--- src/rtl/inv_sub_bytes_state_if.sv ---
`default_nettype none
// ============================================================================
// Module  : inv_sub_bytes_state_if
// Brief   : Input and output valid/ready channels of the InvSubBytes unit.
// Revision: 1.0
// ============================================================================
interface inv_sub_bytes_state_if;
    logic         in_valid;
    logic         in_ready;
    logic [127:0] in_data;
    logic         out_valid;
    logic         out_ready;
    logic [127:0] out_data;

    modport master (
        output in_valid,
        output in_data,
        output out_ready,
        input  in_ready,
        input  out_valid,
        input  out_data
    );

    modport slave (
        input  in_valid,
        input  in_data,
        input  out_ready,
        output in_ready,
        output out_valid,
        output out_data
    );
endinterface
`default_nettype wire

--- src/rtl/inv_sub_bytes_state.sv ---
`default_nettype none
// ============================================================================
// Module  : inv_sub_bytes_state
// Brief   : Iterative AES InvSubBytes, LANES composite-field inverse S-boxes.
// Revision: 1.0
// ============================================================================
module inv_sub_bytes_state #(
    parameter int LANES = 4
) (
    input  wire                   clk,
    input  wire                   rst,
    inv_sub_bytes_state_if.slave  bus
);
    localparam int NCYC  = 16 / LANES;
    localparam int CNT_W = (NCYC > 1) ? $clog2(NCYC) : 1;
    localparam logic [CNT_W-1:0] c_cnt_last = CNT_W'(NCYC - 1);

    typedef enum logic [1:0] {
        S_IDLE = 2'd0,
        S_BUSY = 2'd1,
        S_DONE = 2'd2
    } state_t;

    // GF(2^4) arithmetic modulo z^4 + z + 1.
    function automatic logic [3:0] gf4_mul(input logic [3:0] a, input logic [3:0] b);
        logic [6:0] p;
        p = '0;
        for (int i = 0; i < 4; i++)
            if (b[i]) p = p ^ (7'(a) << i);
        for (int i = 6; i >= 4; i--)
            if (p[i]) p = p ^ (7'(5'b10011) << (i - 4));
        return p[3:0];
    endfunction

    function automatic logic [3:0] gf4_sq(input logic [3:0] q);
        return {q[3], q[3] ^ q[1], q[2], q[2] ^ q[0]};
    endfunction

    function automatic logic [3:0] gf4_mul_lambda(input logic [3:0] q);
        return gf4_mul(q, 4'hC);
    endfunction

    // q^-1 = q^14 = q^8 * q^4 * q^2, which also yields inv(0) = 0.
    function automatic logic [3:0] gf4_inv(input logic [3:0] q);
        logic [3:0] q2, q4, q8;
        q2 = gf4_sq(q);
        q4 = gf4_sq(q2);
        q8 = gf4_sq(q4);
        return gf4_mul(gf4_mul(q8, q4), q2);
    endfunction

    // Basis change to GF((2^4)^2) with Y^2 + Y + lambda; AES x maps to 8'h21.
    function automatic logic [7:0] iso_map(input logic [7:0] x);
        logic [7:0] a;
        a[7] = x[5] ^ x[7];
        a[6] = x[2] ^ x[3] ^ x[5] ^ x[7];
        a[5] = x[1] ^ x[4] ^ x[6] ^ x[7];
        a[4] = x[4] ^ x[5] ^ x[6];
        a[3] = x[3] ^ x[5] ^ x[6];
        a[2] = x[2] ^ x[3] ^ x[4] ^ x[6];
        a[1] = x[3] ^ x[5] ^ x[7];
        a[0] = x[0] ^ x[1];
        return a;
    endfunction

    function automatic logic [7:0] iso_inv(input logic [7:0] a);
        logic [7:0] x;
        x[7] = a[2] ^ a[6] ^ a[4];
        x[6] = a[2] ^ a[6] ^ a[4] ^ a[3] ^ a[1];
        x[5] = a[7] ^ a[2] ^ a[6] ^ a[4];
        x[4] = a[4] ^ a[3] ^ a[1] ^ a[7];
        x[3] = a[1] ^ a[7];
        x[2] = a[6] ^ a[1];
        x[1] = a[5] ^ a[7] ^ a[4];
        x[0] = a[0] ^ a[4] ^ a[5] ^ a[7];
        return x;
    endfunction

    // (hY + l)^-1 = (hY + h + l) / (h^2*lambda + h*l + l^2)
    function automatic logic [7:0] gf8_inv(input logic [7:0] v);
        logic [7:0] c;
        logic [3:0] h, l, d;
        c = iso_map(v);
        h = c[7:4];
        l = c[3:0];
        d = gf4_inv(gf4_mul_lambda(gf4_sq(h)) ^ gf4_mul(h, l) ^ gf4_sq(l));
        return iso_inv({gf4_mul(h, d), gf4_mul(h ^ l, d)});
    endfunction

    function automatic logic [7:0] inv_sbox(input logic [7:0] x);
        logic [7:0] y;
        y = {x[6:0], x[7]} ^ {x[4:0], x[7:5]} ^ {x[1:0], x[7:2]} ^ 8'h05;
        return gf8_inv(y);
    endfunction

    state_t           r_state;
    logic [CNT_W-1:0] r_cnt;
    logic [127:0]     r_src;
    logic [127:0]     r_res;
    logic             r_in_ready;
    logic             r_out_valid;
    logic [7:0]       w_lane_out [LANES];

    generate
        for (genvar k = 0; k < LANES; k++) begin : g_lane
            logic [7:0] w_lane_in;
            assign w_lane_in     = r_src[(int'(r_cnt) * LANES + k) * 8 +: 8];
            assign w_lane_out[k] = inv_sbox(w_lane_in);
        end
    endgenerate

    always_ff @(posedge clk or negedge rst) begin
        if (!rst) begin
            r_state     <= S_IDLE;
            r_cnt       <= '0;
            r_src       <= '0;
            r_res       <= '0;
            r_in_ready  <= 1'b1;
            r_out_valid <= 1'b0;
        end else begin
            case (r_state)
                S_IDLE: begin
                    if (bus.in_valid) begin
                        r_src      <= bus.in_data;
                        r_cnt      <= '0;
                        r_in_ready <= 1'b0;
                        r_state    <= S_BUSY;
                    end
                end
                S_BUSY: begin
                    for (int k = 0; k < LANES; k++)
                        r_res[(int'(r_cnt) * LANES + k) * 8 +: 8] <= w_lane_out[k];
                    r_cnt <= r_cnt + 1'b1;
                    if (r_cnt == c_cnt_last) begin
                        r_cnt       <= '0;
                        r_out_valid <= 1'b1;
                        r_state     <= S_DONE;
                    end
                end
                S_DONE: begin
                    if (bus.out_ready) begin
                        r_out_valid <= 1'b0;
                        r_in_ready  <= 1'b1;
                        r_state     <= S_IDLE;
                    end
                end
                default: begin
                    r_out_valid <= 1'b0;
                    r_in_ready  <= 1'b1;
                    r_state     <= S_IDLE;
                end
            endcase
        end
    end

    assign bus.in_ready  = r_in_ready;
    assign bus.out_valid = r_out_valid;
    assign bus.out_data  = r_res;
endmodule
`default_nettype wire

--- src/flat_wrapper.sv ---
// flat-port wrapper written by rule: the top's interface ports become plain ports
module inv_sub_bytes_state_flat 
#(
    parameter int LANES = 4
)
  (clk, rst, bus_in_valid, bus_in_data, bus_out_ready, bus_in_ready, bus_out_valid, bus_out_data);
  inv_sub_bytes_state_if bus_i ();
  input  wire clk;
  input  wire rst;
  input wire logic [$bits(bus_i.in_valid)-1:0] bus_in_valid;
  input wire logic [$bits(bus_i.in_data)-1:0] bus_in_data;
  input wire logic [$bits(bus_i.out_ready)-1:0] bus_out_ready;
  output wire logic [$bits(bus_i.in_ready)-1:0] bus_in_ready;
  output wire logic [$bits(bus_i.out_valid)-1:0] bus_out_valid;
  output wire logic [$bits(bus_i.out_data)-1:0] bus_out_data;
  assign bus_i.in_valid = bus_in_valid;
  assign bus_i.in_data = bus_in_data;
  assign bus_i.out_ready = bus_out_ready;
  assign bus_in_ready = bus_i.in_ready;
  assign bus_out_valid = bus_i.out_valid;
  assign bus_out_data = bus_i.out_data;
  inv_sub_bytes_state #(.LANES(LANES)) u_core (.clk(clk), .rst(rst), .bus(bus_i));
endmodule
--- config.mk ---
export PLATFORM = sky130hd
export DESIGN_NAME = inv_sub_bytes_state_flat
export DESIGN_NICKNAME = d
export VERILOG_FILES = /design/src/rtl/inv_sub_bytes_state_if.sv /design/src/rtl/inv_sub_bytes_state.sv /design/src/flat_wrapper.sv
export SDC_FILE = /design/constraint.sdc
export NUM_CORES = 1
export LEC_CHECK = 0
export CORE_MARGIN = 4
export CORE_UTILIZATION = 45
export DETAILED_ROUTE_END_ITERATION = 16
export PLACE_DENSITY = 0.71
export SLEW_MARGIN = 20
export SYNTH_ARGS = -nofsm -noshare
export SYNTH_HDL_FRONTEND = slang
export SYNTH_SLANG_ARGS = --single-unit
--- constraint.sdc ---
create_clock -name clk -period 9.7 [get_ports clk]
set_input_delay 0.97 -clock clk [delete_from_list [all_inputs] [get_ports clk]]
set_output_delay 0.97 -clock clk [all_outputs]
set_load 0.01 [all_outputs]
==> impl_metrics.toml <==
[status]
run_status = "finished, final reports clean"

[floorplanning]
floorplan.io_pins = 262
dieArea_um2 = 50000
initial_core_util = 0.458
placementRows = 78
die_height_um = 224
die_width_um = 224
core_region_area_um2 = 45700

[final_layout]
final_layout_size_suffix_gt1_frac = 0.156
layout.nets = 2481
stdcell_count = 2946
num_antenna_cells = 0
flow.area_growth_from_synthesis_pct = 19.8
commonest_cells_after_routing_fill_and_taps_aside = "clkdlybuf4s50_1 (260), dfrtp_1 (259), nand2_1 (242), xnor2_1 (193), mux2_2 (143)"
layout.cells.most_common = "clkdlybuf4s50_1"

[placement]
numPortBuffers = 261
place_hpwl_um = 43300
place.gp.congestion = 0.909
dp_cells = 2895
place_worst_setup_slack_ps = 381

[clock_tree]
hold_buffers = 0
htree_levels = 1
clock_tree.buffer_depth = 3
root_buf_cell = "clkbuf_16"
clock_sink_count = 262
clkLatencyLatePin_ps = 560
cts_tree = "built"
cts-buffers-inserted = 27
clk_transition_reported_paths_ps = 60

[logic_synthesis]
yosys_register_bits = 262
synth-async-reset-ratio = 1.00
synth-seq-area-share = 0.313
synthFlopType = "dfrtp_1"
yosys.cell_types.count = 106
synth-warning-count = 0
synthesis.nets = 2285
syn-instance-count = 2129
syn-mean-instance-area_um2 = 9.83
number_of_enable_flip_flop_cells_after_synthesis = 0
synth_area_um2 = 20900

[route]
vias = 17400
routedWlPerCell_um = 19.8
initialDrtViolationCount = 1928
final_wirelength_um = 58300
detail_route.vias_per_cell = 5.91
drc = 0
drtPass1Iterations = 6
antenna_left = 0

[min_path]
worst_hold_path.endpoint = "u_core.bus.out_data[67]"
hold_path.class = "flop to flop"
worst_hold_startpoint = "u_core.bus.out_data[67]"
hold_depth = 2

[timing]
tightest_slew_ps = 1120
finalCriticalPeriod_ps = 9220
finalMaxSlewViolations = 0
final.hold.worst_slack_ps = 484
rsz_0062_raised_after_global_routing = "no"
slew_headroom = 0.254
fin_ws_ps = 478
tns_ps = 0
clock.fmax_ghz = 0.108
finalCritPeriodShare = 0.951
setup_viol = 0
skew_ps = 10.4
hold_violations = 0

[global_routing]
grt_pass1_vias = 16600
grt_first_pass_wirelength_um = 92600
grt_start_max_net_pins = 120
global_route.usage.total = 0.223
grt_antenna_before_repair = 3
global_route.overflow_total = 0

[worst_setup_path]
rr_endpoint = "u_core.bus.out_data[61]"
start_of_the_worst_register_to_register_path = "u_core.r_cnt[0]"
end_kind = "flop"
critPathLaunchType = "flop"
cp.arrival_ps = 9710
worst-r2r-setup-slack_ps = 480
critical_path_buf_inv_count = 1
timing_worst_setup_path_type = "flop to flop"
crit_path_max_incr_delay_ps = 770
critical_path_required_ps = 10190
cell_family_with_most_cp_delay = "XOR/XNOR gates"
timing.critical_path.slowest_stage_cell = "mux4_2"
worst-r2r-cell-count = 26
critPathMaxFanout = 17

[run]
drv_cap = 0
## flip-flops by register name, indices dropped and copies added (netlist names)
register and flops:
u_core.bus.out_data 128, u_core.r_src 128, u_core.r_cnt 2, u_core.r_state 2
u_core.bus.in_ready 1, u_core.bus.out_valid 1
## per-layer routing
| layer | GRT usage | share of wire | vias up |
|---|---|---|---|
| li1 | - | - | 8075 |
| met1 | 0.326 | 0.45 | 8514 |
| met2 | 0.348 | 0.45 | 738 |
| met3 | 0.0425 | 0.078 | 78 |
| met4 | 0.0473 | 0.019 | 4 |
| met5 | 0 | 0.00043 | - |
## synthesized netlist by cell type, types with 32 or more instances
| cell | n | share of area |
|---|---|---|
| mux4_2 | 32 | 0.034 |
| xor2_1 | 71 | 0.030 |
| xnor3_1 | 41 | 0.044 |
| nand3_1 | 45 | 0.011 |
| dfrtp_1 | 261 | 0.31 |
| a22o_1 | 38 | 0.016 |
| clkbuf_1 | 77 | 0.014 |
| nor3_1 | 57 | 0.014 |
| xnor2_1 | 196 | 0.082 |
| mux2_2 | 143 | 0.077 |
| o21ai_0 | 130 | 0.031 |
| buf_2 | 37 | 0.0088 |
| nand2_1 | 242 | 0.043 |
| nor2_1 | 132 | 0.024 |
| mux2i_1 | 39 | 0.019 |
| a21oi_1 | 57 | 0.014 |
## cell type report
type / instances / area, um^2
inverters: 44 / 165
fillers: 3950 / 20600
repair buffers: 302 / 2960
clock buffers: 35 / 776
flip-flops and latches: 262 / 6560
clock inverters: 15 / 265
multi-input cells: 1688 / 13600
well taps: 600 / 751
## cell families (layout without fill, tap and decap cells)
| group | Yosys count | after routing | synth area share |
|---|---|---|---|
| compound gates | 459 | 459 | 0.151 |
| flops | 262 | 262 | 0.313 |
| xor+xnor | 368 | 368 | 0.210 |
| fa+ha+maj | 24 | 24 | 0.0143 |
| simple gates | 620 | 620 | 0.140 |
| buf+inv | 179 | 396 | 0.0399 |
| mux | 217 | 217 | 0.132 |
## through the flow
| step | util | area (um^2) |
|---|---|---|
| finish | 0.549 | 25100 |
| global route | 0.549 | 25100 |
| CTS | 0.547 | 25000 |
| detailed placement | 0.524 | 23900 |
| global placement | 0.524 | 23900 |
| floorplan | - | 20900 |
## worst max path at each step
stage,startpoint,to,slack (ps),cells after the start
2_1_floorplan,u_core.r_cnt[0],u_core.bus.out_data[38],1450,36
3_3_place_gp,u_core.r_cnt[0],u_core.bus.out_data[61],650,28
3_5_place_dp,u_core.r_cnt[0],u_core.bus.out_data[93],380,28
4_1_cts,u_core.r_cnt[0],u_core.bus.out_data[61],330,28
5_1_grt,u_core.r_cnt[0],u_core.bus.out_data[61],10,28
6_report,u_core.r_cnt[0],u_core.bus.out_data[61],480,26
## worst min-delay path, cell delays in order (launching register included)
cell and delay (ps):
dfrtp_1 340, nand2_1 40, o21ai_0 60
## timing repair
action | CTS | global route
setup buffers | 0 | 1
gates resized for setup | 0 | 7
setup endpoints to repair | 0 | 54
Power is not shown: default switching activity piles up to over one toggle a cycle in this logic, so the estimate is an artifact.
